--- src/rtl/mult_div_unit.sv ---
// Shared iterative multiply/divide engine producing the HI/LO pair for the multicycle CPU.
// Operands are reduced to magnitudes at accept, processed one bit per clock, then sign-corrected.
module mult_div_unit #(
  parameter int WIDTH = 32,
  parameter int CNT_W = $clog2(WIDTH + 1)
) (
  input  logic             clock,
  input  logic             reset,
  input  logic             start,
  input  logic [1:0]       op,
  input  logic [WIDTH-1:0] a,
  input  logic [WIDTH-1:0] b,
  output logic             busy,
  output logic             done,
  output logic [WIDTH-1:0] hi,
  output logic [WIDTH-1:0] lo,
  output logic             div_zero
);

  localparam logic [2:0] S_IDLE = 3'd0;
  localparam logic [2:0] S_MUL  = 3'd1;
  localparam logic [2:0] S_DIV  = 3'd2;
  localparam logic [2:0] S_FIX  = 3'd3;
  localparam logic [2:0] S_ZERO = 3'd4;

  localparam logic [CNT_W-1:0]   LAST    = CNT_W'(WIDTH - 1);
  localparam logic [CNT_W-1:0]   CNT_ONE = CNT_W'(1);
  localparam logic [WIDTH:0]     ONE_X   = {{WIDTH{1'b0}}, 1'b1};
  localparam logic [WIDTH-1:0]   ONE_W   = {{(WIDTH-1){1'b0}}, 1'b1};
  localparam logic [2*WIDTH-1:0] ONE_2W  = {{(2*WIDTH-1){1'b0}}, 1'b1};

  logic [2:0]         r_state;
  logic [CNT_W-1:0]   r_cnt;
  logic               r_isDiv;
  logic               r_negRes;
  logic               r_negRem;
  logic [WIDTH:0]     r_opnd;
  logic [2*WIDTH:0]   r_acc;

  logic               w_signed;
  logic               w_negA;
  logic               w_negB;
  logic [WIDTH:0]     w_extA;
  logic [WIDTH:0]     w_extB;
  logic [WIDTH:0]     w_magA;
  logic [WIDTH:0]     w_magB;
  logic [WIDTH+1:0]   w_mulSum;
  logic [2*WIDTH:0]   w_mulNext;
  logic [WIDTH:0]     w_remShift;
  logic [WIDTH+1:0]   w_divDiff;
  logic               w_qBit;
  logic [2*WIDTH:0]   w_divNext;
  logic [2*WIDTH-1:0] w_prod;
  logic [2*WIDTH-1:0] w_prodFix;
  logic [WIDTH-1:0]   w_quo;
  logic [WIDTH-1:0]   w_rem;
  logic [WIDTH-1:0]   w_quoFix;
  logic [WIDTH-1:0]   w_remFix;

  // One extra bit keeps |most-negative| exact for signed operands.
  assign w_signed = ~op[0];
  assign w_negA   = w_signed & a[WIDTH-1];
  assign w_negB   = w_signed & b[WIDTH-1];
  assign w_extA   = {w_negA, a};
  assign w_extB   = {w_negB, b};
  assign w_magA   = w_negA ? (~w_extA + ONE_X) : w_extA;
  assign w_magB   = w_negB ? (~w_extB + ONE_X) : w_extB;

  // Multiply: r_acc = {partial(W+1), multiplier(W)}, add-then-shift-right.
  assign w_mulSum  = {1'b0, r_acc[2*WIDTH:WIDTH]} + (r_acc[0] ? {1'b0, r_opnd} : '0);
  assign w_mulNext = {w_mulSum, r_acc[WIDTH-1:1]};

  // Divide: r_acc = {remainder(W+1), dividend/quotient(W)}, restoring step.
  assign w_remShift = {r_acc[2*WIDTH-1:WIDTH], r_acc[WIDTH-1]};
  assign w_divDiff  = {1'b0, w_remShift} - {1'b0, r_opnd};
  assign w_qBit     = ~w_divDiff[WIDTH+1];
  assign w_divNext  = {(w_qBit ? w_divDiff[WIDTH:0] : w_remShift), r_acc[WIDTH-2:0], w_qBit};

  assign w_prod    = r_acc[2*WIDTH-1:0];
  assign w_prodFix = r_negRes ? (~w_prod + ONE_2W) : w_prod;
  assign w_quo     = r_acc[WIDTH-1:0];
  assign w_rem     = r_acc[2*WIDTH-1:WIDTH];
  assign w_quoFix  = r_negRes ? (~w_quo + ONE_W) : w_quo;
  assign w_remFix  = r_negRem ? (~w_rem + ONE_W) : w_rem;

  always_ff @(posedge clock or negedge reset) begin
    if (!reset) begin
      r_state  <= S_IDLE;
      r_cnt    <= '0;
      r_isDiv  <= 1'b0;
      r_negRes <= 1'b0;
      r_negRem <= 1'b0;
      r_opnd   <= '0;
      r_acc    <= '0;
      busy     <= 1'b0;
      done     <= 1'b0;
      hi       <= '0;
      lo       <= '0;
      div_zero <= 1'b0;
    end else begin
      done <= 1'b0;
      case (r_state)
        S_IDLE: begin
          if (start) begin
            busy     <= 1'b1;
            div_zero <= 1'b0;
            r_cnt    <= '0;
            r_isDiv  <= op[1];
            r_negRes <= w_negA ^ w_negB;
            r_negRem <= w_negA;
            if (!op[1]) begin
              r_state <= S_MUL;
              r_opnd  <= w_magA;
              r_acc   <= {{(WIDTH+1){1'b0}}, w_magB[WIDTH-1:0]};
            end else if (b == '0) begin
              r_state <= S_ZERO;
              r_opnd  <= w_magB;
              r_acc   <= {{(WIDTH+1){1'b0}}, a};
            end else begin
              r_state <= S_DIV;
              r_opnd  <= w_magB;
              r_acc   <= {{(WIDTH+1){1'b0}}, w_magA[WIDTH-1:0]};
            end
          end
        end
        S_MUL: begin
          r_acc <= w_mulNext;
          r_cnt <= r_cnt + CNT_ONE;
          if (r_cnt == LAST) r_state <= S_FIX;
        end
        S_DIV: begin
          r_acc <= w_divNext;
          r_cnt <= r_cnt + CNT_ONE;
          if (r_cnt == LAST) r_state <= S_FIX;
        end
        S_FIX: begin
          if (r_isDiv) begin
            hi <= w_remFix;
            lo <= w_quoFix;
          end else begin
            hi <= w_prodFix[2*WIDTH-1:WIDTH];
            lo <= w_prodFix[WIDTH-1:0];
          end
          done    <= 1'b1;
          busy    <= 1'b0;
          r_state <= S_IDLE;
        end
        // Divide by zero returns the raw dividend in hi, captured in r_acc at accept.
        S_ZERO: begin
          hi       <= r_acc[WIDTH-1:0];
          lo       <= '1;
          div_zero <= 1'b1;
          done     <= 1'b1;
          busy     <= 1'b0;
          r_state  <= S_IDLE;
        end
        default: begin
          busy    <= 1'b0;
          r_state <= S_IDLE;
        end
      endcase
    end
  end

endmodule
--- config.mk ---
export PLATFORM = sky130hd
export DESIGN_NAME = mult_div_unit
export DESIGN_NICKNAME = d
export VERILOG_FILES = /design/src/rtl/mult_div_unit.sv
export SDC_FILE = /design/constraint.sdc
export NUM_CORES = 1
export LEC_CHECK = 0
export CAP_MARGIN = 10
export CORE_MARGIN = 1
export CORE_UTILIZATION = 40
export CTS_CLUSTER_SIZE = 10
export DETAILED_ROUTE_END_ITERATION = 6
export GPL_ROUTABILITY_DRIVEN = 0
export PLACE_DENSITY = 0.55
export SLEW_MARGIN = 25
export SYNTH_ARGS = -nofsm -noshare
export SYNTH_HDL_FRONTEND = slang
export SYNTH_SLANG_ARGS = --single-unit
--- constraint.sdc ---
create_clock -name clock -period 6.2 [get_ports clock]
set_input_delay 1.24 -clock clock [delete_from_list [all_inputs] [get_ports clock]]
set_output_delay 1.24 -clock clock [all_outputs]
set_load 0.1 [all_outputs]
==> qor.csv <==
stage,metric,value,unit
global_route,remaining global-route overflow,0,
setup_path,"Data arrival, critical path",4.45,ns
setup_path,worst path required time,6.52,ns
routing,First-pass DRT Iterations,6,
cts,CTS tree,yes,
global_route,largest net degree at the start of global routing,97,
setup_path,reg2reg setup slack,2.08,ns
floorplan,row count,70,
setup_path,startpoint types,input port,
run,MaxCap Viol Count,0,
hold_path,hold path depth,2,
logic_synthesis,Post-Syn Instances,1948,
hold_path,launch point of the worst hold path,r_opnd[17]$_DFFE_PN0P_,
cells_and_area,"most common cell after layout, fill and taps aside",nor2_1,
timing,Least-Margin Pin Slew,1.01,ns
cts,later-pin clock latency in the skew report,0.46,ns
logic_synthesis,register area share after synthesis,29.4,%
logic_synthesis,Post-Syn Nets,2090,
cells_and_area,fill count,3717,
routing,met2 wire len,23800,um
power_and_ir_drop,Pleak,7.31,nW
timing,Max Slew Vio Count,0,
cells_and_area,"commonest non-fill, non-tap cells in the layout","nor2_1, nand2_1, a21oi_1",
global_route,antenna violations before repair,1,
timing,final hold violation count,0,
floorplan,initial core utilization,40.9,%
cts,clk buf depth,2,
cts,Clock Sinks,177,
cts,post-CTS setup buffer count,0,
floorplan,io pins,136,
timing,fin crit period,4.12,ns
place,Buffers on Ports,135,
place,placed cell count,2480,
cts,cts hold-fix bufs,0,
routing,post-route antenna net violation count,0,
routing,routed wl met3,3800,um
setup_path,critical path class,in2reg,
routing,Routed Wire Length,54200,um
cells_and_area,multi-input combinational cell area,0.00991,sq mm
logic_synthesis,#FFs+latches synth,177,
cells_and_area,Area Overhead vs Synth,15.1,%
timing,TNS Setup,0,ns
cts,root buffer cell,clkbuf_16,
setup_path,slowest CP cell,or3b_1,
routing,Vias,14900,
cells_and_area,fraction of layout instances using a drive strength above 1,5.03,%
power_and_ir_drop,power per cell area,607,mW/mm^2
cts,Worst-path clk slew,0.08,ns
power_and_ir_drop,Max VDD drop,301,uV
logic_synthesis,Unique masters post-synth,81,
cts,Num CTS Buffers,17,
logic_synthesis,Synth Flop Type,dfrtp_1,
setup_path,CP Cell Sequence,clkdlybuf4s50_1 > or3_1 > nor3b_2 > nand4_1 > or2_4 > or3b_1 > nand2_1 > xor2_1 > a21oi_1 > a221oi_2 > o21ai_1,
setup_path,RR Startpoint,r_acc[32]$_DFFE_PN0P_,
routing,DRT iter0 DRCs,1562,
place,post-DP HPWL,41300,um
cts,H-tree levels,4,
hold_path,hold path endpoint,r_opnd[17]$_DFFE_PN0P_,
cells_and_area,final-stage net count,2137,
power_and_ir_drop,total power,0.0105,W
routing,drc violations,0,
timing,clk_skew,0.0190,ns
run_status,status,"complete, no violations",
setup_path,"Max FO, Critical Path",10,
routing,Top Metal Used,met4,
timing,RSZ-0062 raised after global routing,no,
setup_path,RR Endpoint,r_acc[61]$_DFFE_PN0P_,
logic_synthesis,"FFs w/ async S/R, synth",100,%
routing,met1 wire length,25000,um
hold_path,Worst Hold Class,reg2reg,
global_route,global-route wire length before repair,84300,um
setup_path,Worst path max stage delay,0.66,ns
logic_synthesis,Post-Syn Area per Cell,7.73,sq um
floorplan,Core Box Area,0.0369,sq mm
cts,post-cts sizing count,0,
routing,Vias per Instance,5.92,
routing,routed len/inst,21.6,um
timing,Final setup viols,0,
cells_and_area,register area,0.00443,sq mm
setup_path,R2R depth,14,
setup_path,element type at the critical path end,flop,
logic_synthesis,Yosys warnings,0,
timing,relative slew slack,32.3,%
logic_synthesis,cell area after synthesis,0.0151,sq mm
global_route,all-layer global routing usage,28.6,%
timing,fmax,0.242,GHz
timing,crit share post-route,66.5,%
cells_and_area,"non-filler cells, final",2513,
floorplan,Die Area,0.0384,sq mm
floorplan,Die Y,196,um
timing,hold slack,0.484,ns
floorplan,Die X,196,um
logic_synthesis,Post-synth EDFFs,0,
global_route,number of global-route vias before repair,14300,
[registers in the layout, indices dropped and copies added, names as in the netlist]
register / count
r_negRes: 1
busy: 1
r_negRem: 1
lo: 32
div_zero: 1
hi: 32
r_state: 3
r_isDiv: 1
done: 1
r_acc: 65
r_cnt: 6
r_opnd: 33
[cells in the mapped netlist (16+ instances only)]
cell      count  area share (%)
a22oi_1      20             1.0
xnor2_1      73             4.2
a21oi_1     181             6.0
nor2_1      249             6.2
o21a_1       20             1.0
a31oi_1      42             1.7
xor2_1      123             7.2
o31ai_1      19            0.95
dfrtp_1     177              29
a221oi_1     17            0.99
or3_1        25             1.0
buf_2        16            0.53
inv_1        65             1.6
a221o_1      21             1.4
a21o_1       30             1.5
nand2_1     224             5.6
nand3_1      26            0.86
nor3_1       23            0.76
clkbuf_1    103             2.6
ha_1         71             5.9
nand2b_1     20            0.83
o21ai_0     148             4.9
[metal layers]
metal	GRT usage, %	vias to the layer above
met1	40.8	7128
met4	10.1	0
li1	-	7087
met3	3.27	72
met2	44.6	602
met5	0	-
[worst max-delay path by stage]
stage / start / to / slack (ns) / depth (start not counted)
floorplan: a[6] / r_acc[27]$_DFFE_PN0P_ / 2.57 / 12
global placement: b[9] / r_acc[14]$_DFFE_PN0P_ / 1.69 / 11
detailed placement: b[3] / r_acc[12]$_DFFE_PN0P_ / 1.63 / 11
CTS: r_acc[32]$_DFFE_PN0P_ / r_acc[61]$_DFFE_PN0P_ / 2.06 / 14
global route: r_acc[0]$_DFFE_PN0P_ / r_acc[54]$_DFFE_PN0P_ / 1.82 / 14
finish: b[3] / r_acc[12]$_DFFE_PN0P_ / 2.08 / 11
[critical path, delay by kind of cell]
family	cells	cell delay, ns
compound gates	3	0.38
xor+xnor	1	0.16
buf+inv	1	0.46
simple gates	6	2.20
[layout make-up]
type	count	share of cell area [%]
clock buffer	20	2.69
tap	504	3.64
timing repair buffer	154	8.67
clock inverter	12	0.837
antenna	1	0.0144
inverter	66	1.43
sequential	177	25.5
multi-input combinational	1579	57.2
[cells by family after synthesis]
logic type      Yosys count  synth area share [%]
simple gates            669                  20.3
compound gates          632                  27.2
xor+xnor                196                  11.4
buf+inv                 192                  4.98
flops                   177                  29.4
fa+ha+maj                73                  6.16
mux                       9                 0.606
[stage by stage]
stage / cell area, sq um / util (%) / worst slack [ns]
floorplan: 15100 / - / 2.57
global placement: 16700 / 45.3 / 1.69
detailed placement: 16700 / 45.4 / 1.63
CTS: 17300 / 47.0 / 2.06
global route: 17300 / 47.0 / 1.82
finish: 17300 / 47.0 / 2.08
[power by group]
group          switching, W  internal (W)
sequential         0.000809       0.00168
clock              0.000525      0.000636
combinational       0.00465       0.00223
total               0.00599       0.00454
(Power assumes the default switching activity.)
